--- config.mk ---
export PLATFORM = sky130hd
export DESIGN_NAME = inst_fetch_unit
export DESIGN_NICKNAME = d
export VERILOG_FILES = /design/src/rtl/inst_fetch_unit.sv
export SDC_FILE = /design/constraint.sdc
export NUM_CORES = 1
export LEC_CHECK = 0
export BUFFER_PORTS_ARGS = -buffer_cell sky130_fd_sc_hd__buf_2
export CORE_ASPECT_RATIO = 0.8
export CORE_MARGIN = 4
export CORE_UTILIZATION = 51
export CTS_BUF_LIST = sky130_fd_sc_hd__clkbuf_16
export CTS_CLUSTER_SIZE = 10
export DETAILED_ROUTE_END_ITERATION = 16
export GPL_TIMING_DRIVEN = 0
export MAX_ROUTING_LAYER = met4
export PLACE_DENSITY = 0.8
export SYNTH_ARGS = -nofsm -noshare
export SYNTH_HDL_FRONTEND = slang
export SYNTH_SLANG_ARGS = --single-unit
--- constraint.sdc ---
create_clock -name clk -period 6.4 [get_ports clk]
set_clock_uncertainty 0.15 [all_clocks]
set_input_delay 1.28 -clock clk [delete_from_list [all_inputs] [get_ports clk]]
set_output_delay 1.28 -clock clk [all_outputs]
set_load 0.05 [all_outputs]
--- src/rtl/inst_fetch_unit.sv ---
// Instruction fetch unit: issues word-aligned fetches to instruction memory,
// holds one fetched instruction for decode, and handles redirects from
// downstream (branches/jumps), discarding data from squashed requests.
//
// Handshakes:
//   imem_req/imem_ack : a request is outstanding while imem_req=1. imem_addr
//     is held stable until the cycle imem_ack=1, which completes it and
//     carries imem_rdata in that same cycle.
//   instr_valid/instr_ready : the held instruction transfers on a cycle where
//     instr_valid=1 and instr_ready=1. While instr_valid=1 and not accepted,
//     instr/instr_pc/opcode/pc_plus4 stay stable. A redirect withdraws the
//     held instruction, even if instr_ready is also high.
module inst_fetch_unit #(
    parameter logic [31:0] RESET_PC = 32'h0000_0000
) (
    input  logic        clk,
    input  logic        rst,
    output logic        imem_req,
    output logic [31:0] imem_addr,
    input  logic        imem_ack,
    input  logic [31:0] imem_rdata,
    input  logic        redirect,
    input  logic [31:0] redirect_target,
    input  logic        instr_ready,
    output logic        instr_valid,
    output logic [31:0] instr,
    output logic [5:0]  opcode,
    output logic [31:0] instr_pc,
    output logic [31:0] pc_plus4,
    output logic [1:0]  fsm_state
);

    typedef enum logic [1:0] {
        IDLE   = 2'd0,
        REQ    = 2'd1,
        VALID  = 2'd2,
        SQUASH = 2'd3
    } state_t;

    state_t      state;
    state_t      state_next;
    logic [31:0] pc;
    logic [31:0] pc_next;
    logic [31:0] req_addr;
    logic [31:0] target_aligned;
    logic        capture;
    logic        load_req;

    // Redirect targets are always forced onto a word boundary.
    assign target_aligned = {redirect_target[31:2], 2'b00};

    // Next-state, next-pc and capture decisions for the fetch FSM.
    always_comb begin
        state_next = state;
        pc_next    = pc;
        capture    = 1'b0;
        case (state)
            IDLE: begin
                state_next = REQ;
                if (redirect) pc_next = target_aligned;
            end
            REQ: begin
                if (imem_ack) begin
                    if (redirect) begin
                        // Returned word belongs to the old path: drop it and
                        // re-issue at the target next cycle.
                        pc_next = target_aligned;
                    end else begin
                        capture    = 1'b1;
                        pc_next    = req_addr + 32'd4;
                        state_next = VALID;
                    end
                end else if (redirect) begin
                    // Request cannot be abandoned; wait out its ack in SQUASH.
                    pc_next    = target_aligned;
                    state_next = SQUASH;
                end
            end
            VALID: begin
                if (redirect) begin
                    pc_next    = target_aligned;
                    state_next = REQ;
                end else if (instr_ready) begin
                    state_next = REQ;
                end
            end
            SQUASH: begin
                if (redirect) pc_next = target_aligned;
                if (imem_ack) state_next = REQ;
            end
            default: state_next = IDLE;
        endcase
    end

    // A new request address is latched whenever a fresh request begins,
    // including a re-issue from REQ after a same-cycle ack+redirect.
    assign load_req = (state_next == REQ) && ((state != REQ) || redirect);

    // State, PC, request address and held instruction registers.
    always_ff @(posedge clk or posedge rst) begin
        if (rst) begin
            state    <= IDLE;
            pc       <= RESET_PC;
            req_addr <= RESET_PC;
            instr    <= 32'd0;
            instr_pc <= 32'd0;
        end else begin
            state <= state_next;
            pc    <= pc_next;
            if (load_req) req_addr <= pc_next;
            if (capture) begin
                instr    <= imem_rdata;
                instr_pc <= req_addr;
            end
        end
    end

    assign imem_req    = (state == REQ) || (state == SQUASH);
    assign imem_addr   = req_addr;
    assign instr_valid = (state == VALID);
    assign opcode      = instr[31:26];
    assign pc_plus4    = instr_pc + 32'd4;
    assign fsm_state   = state;

endmodule

== Word-level counts from Yosys, hierarchy flattened ==
Index checks and enable logic that the tools add are counted.

* Flip-flop bits (word level): 130
* Input port bits: 69
* Output and inout port bits: 138
* Logic and storage cells: 31

* Add/subtract/negate cells: 2
* Eq/ne operators: 5
* Mux-type cells: 14
* Reductions and logical operators: 5

{| class="wikitable"
|+ Operators with widths
! cell !! number
|-
| 2-to-1 mux 32 bit || 3
|-
| adder 32 x 3 -> 32 bit (second input constant) || 2
|-
| one-hot mux 32 bit (2 select lines) || 1
|-
| 2-to-1 mux 2 bit || 6
|-
| one-hot mux 2 bit (4 select lines) || 1
|-
| equality test 2 x 1 -> 1 bit (second input constant) || 2
|-
| equality test 2 bit (second input constant) || 2
|-
| 2-to-1 mux 1 bit || 3
|-
| OR reduction 3 bit || 1
|-
| zero test 2 bit || 1
|-
| logical OR 1 bit || 2
|-
| inequality test 2 x 1 -> 1 bit (second input constant) || 1
|-
| logical AND 1 bit || 1
|}

== Logic depth before layout (Yosys ltp) ==
* Depth in word-level cells: 5
* Depth in mapped cells: 7
* Depth with buffers taken out: 6

== Worst setup path before layout ==
No wires, ideal clock.

* Kind: flip-flop to output port
* Start: reg instr_pc[3]
* End: out pc_plus4[22]
* Arrival time: 2.556 ns
* Required time: 4.970 ns
* Setup slack: 2.414 ns
* Cell stages (with the launch flop): 6
* Path buffers: 0
* Cell sequence: dfrtp_1 ha_1 and4_1 nor3b_4 nand4_1 xnor2_1

* Longest elaborated chain between the ends: 1

{| class="wikitable"
|+ RTL lines
! item !! line !! text
|-
| start: declaration || 28 || <nowiki>output logic [31:0] instr_pc,</nowiki>
|-
| start signal: assignment || 113 || <nowiki>instr_pc <= req_addr;</nowiki>
|-
| adder 32 x 3 -> 32 bit || 122 || <nowiki>assign pc_plus4 = instr_pc + 32'd4;</nowiki>
|-
| end: declaration || 29 || <nowiki>output logic [31:0] pc_plus4,</nowiki>
|}

Every way passes these cells.

== Worst setup path after layout ==
* Start: reg instr_pc[5]
* End: out pc_plus4[18]

Same word-level chain as after synthesis.

==> flow_summary_export.csv <==
group,metric,value,unit
die,die_x,133,um
sta,period_share,59.3,%
global_route,grt_pass1_wl,29800,um
synthesis,seq_area_frac_synth,51.4,%
clock_tree,post_cts_buffers,0,
sta,final_max_slew_viol_count,0,
power_and_ir_drop,powerDensity,503,nW/um^2
placed_design,post-place-ws,3.01,ns
clock_tree,cts-root-buf,"clkbuf_16",
drt,drt-pass1-iter-count,5,
clock_tree,cts-resized-gates,0,
final_layout,multi_input_area,2800,um^2
global_route,grt-ovfl-total,0,
drt,vias,5881,
die,pin_count,207,
synthesis,synth_edf_count,0,
placed_design,placed_cell_area,7570,um^2
clock_tree,postCtsHoldBufs,0,
final_layout,layout-drive-gt1-share,30.4,%
clock_tree,clock_path_buffers,2,
drt,drt-total-wl,18200,um
die,design.die.area,14300,um^2
drt,drc,0,
sta,clock.fmax,264,MHz
setup_path,critical_path_class,"reg -> out",
synthesis,yosys.area.top_type,"dfrtp_1",
synthesis,syn_area,6330,um^2
setup_path,crit_slowest_cell,"dfrtp_1",
run_status,run_status,"complete, no violations",
setup_path,crit_fanout,8,
setup_path,path_cells,"and3_1 -> and4_1 -> nor3b_4 -> nand4_1 -> xnor2_1 -> buf_2",
synthesis,synth_async_sr_flop_share,100,%
clock_tree,cts.clk_slew.worst_paths,0.06,ns
die,die_y,108,um
sta,tightest_slew,0.591,ns
setup_path,required,4.97,ns
sta,setup_viol,0,
global_route,antenna_found_initial,2,
clock_tree,cts_sinks,130,
power_and_ir_drop,ir_drop,0.000230,V
synthesis,syn_inst,701,
die,num_rows,36,
drt,drtAntennaViolNets,0,
placed_design,numPortBuffers,204,
clock_tree,tritoncts,"yes",
sta,hold_violations,0,
sta,worst_slack,2.61,ns
setup_path,crit_buf_inv,1,
synthesis,synth_cell_type_count,49,
placed_design,place_congestion,0.849,
global_route,grt_max_degree,77,
final_layout,synthToLayoutAreaGrowth,29.3,%
clock_tree,htreeDepth,4,
drt,via_per_inst,5.39,
sta,finalCriticalPeriod,3.79,ns
final_layout,layout.area.seq,3250,um^2
synthesis,synth_top_area_share,51.4,%
final_layout,design_area,8180,um^2
setup_path,crit_family,"simple AND/OR/NAND/NOR gates",
setup_path,start_kind,"flop",
sta,max-slew-margin-rel,60.6,%
synthesis,ys_seq_elements,130,
setup_path,cpPeakStageDelay,0.48,ns
setup_path,end_kind,"primary output",
synthesis,synth_ff_type,"dfrtp_1",
synthesis,ys_warn_count,0,
final_layout,fillerInstances,943,
clock_tree,clock_latency,0.41,ns
sta,rsz0062_at_grt,"no",
run,maxCapViolCount,0,
setup_path,crit_arrival,2.36,ns
global_route,grt_pass1_vias,5877,
drt,drtIter0Drc,506,
final_layout,fin_util,67.3,%
sta,fin_setup_tns,0,ns
synthesis,synth_nets,772,
die,initial_utilization,52.0,%
die,core_area,12200,um^2
clock_tree,cts_buffers,17,
global_route,gr-usage-all-layers,27.1,%
worst_hold_path,hp-class,"reg -> reg",
power_and_ir_drop,power.total,4.12,mW
drt,post_drt_wl_per_cell,16.7,um
placed_design,dp_hpwl,13100,um
synthesis,synth_area_leaders,"dfrtp_1 51%, nand2_1 13%, xnor2_1 4.8%, o21ai_0 3.6%, xor2_1 2.6%",
power_and_ir_drop,p_leak,4.22,nW
synthesis,syn_area_per_cell,9.03,um^2
final_layout,nets,996,
## cell usage in the layout (no fill, tap or decap), drive strengths merged, types with 4 or more instances in the layout
master  instances
inv            14
a21oi          33
mux2            7
buf           233
clkbuf         38
xnor2          35
a22oi           4
nor2           24
nor2b           5
nand3          21
nor4            7
and4            8
and2            9
nand4          19
xor2           20
dfrtp         130
o21ai          48
clkinv          4
nor3            4
nand2         226
and3           25
## cell type report
class                      instances  area share [%]
sequential                       130            39.7
multi-input combinational        513            34.2
timing repair buffer             205            12.8
clock buffer                      17            5.20
buffer                            49            2.94
tap                              152            2.32
clock inverter                    15            2.22
inverter                           9           0.474
antenna                            2          0.0612
## path summary, 6_finish.rpt
path                                          startpoint                   end  slack, ns  cells after the start
worst max-delay path             instr_pc[5]$_DFFE_PP0P_          pc_plus4[18]       2.61                      6
worst min-delay path                instr[6]$_DFFE_PP0P_  instr[6]$_DFFE_PP0P_       0.32                      2
worst max register to register  imem_addr[2]$_DFFE_PP0P_      pc[30]$_DFF_PP0_       4.04                      6
worst min register to register      instr[6]$_DFFE_PP0P_  instr[6]$_DFFE_PP0P_       0.32                      2
max in group asynchronous                            rst      pc[14]$_DFF_PP0_       4.57                      3
min in group asynchronous                            rst  instr[7]$_DFFE_PP0P_       0.77                      2
## cells in the mapped netlist, types with 2 or more instances
library cell,instances
a21oi_1,33
nor4_2,3
buf_4,9
mux2_2,7
ha_1,2
buf_2,17
o21ai_1,3
nand4_1,17
a22oi_1,4
xnor2_1,35
nor4_4,2
and2_1,6
nand3_1,20
nor4_1,2
a211oi_1,2
and4_1,7
clkbuf_1,20
and2_0,2
inv_1,9
dfrtp_1,130
o22ai_1,2
and3_1,25
xor2_1,19
nor2_1,24
o21ai_0,45
nor2b_1,5
buf_1,2
nor3_1,3
nand2_1,226
## report_power, final
group	switching, mW	internal, mW
logic	1.42	0.425
registers	0.247	1.03
clock network	0.377	0.616
## registers in the layout, summed over array words and instances, names as in the netlist
| register | count |
|---|---|
| pc | 32 |
| imem_addr | 32 |
| instr_pc | 32 |
| fsm_state | 2 |
| instr | 32 |
## cells by family after synthesis
family | share of synthesized area, %
adders and majority gates | 0.395
DFF | 51.4
xor gates and xnor gates | 7.73
AOI/OAI and AO/OA | 8.26
muxes | 1.25
and+or+nand+nor | 26.6
buffers and inverters | 4.33
## stage by stage
| stage | std cells | hold slack (ns) |
|---|---|---|
| CTS | 1090 | 0.326 |
| floorplan | 701 | 0.313 |
| global route | 1092 | 0.350 |
| global placement | 1057 | 0.302 |
| detailed placement | 1058 | 0.308 |
| finish | 1092 | 0.324 |
## tightest hold or removal path, stage by stage, from the launching register on
cell and delay, ns:
dfrtp_1 0.34, nand2_1 0.05, nand2_1 0.05
## per-layer routing
layer  vias to the layer above  share of wire [%]  track usage [%]
met4                         0                2.0             8.90
li1                       2774                  -                -
met2                       305                 45             40.8
met5                         -                  0                -
met3                        40                9.9             7.62
met1                      2762                 43             35.9
(Power assumes the default switching activity.)
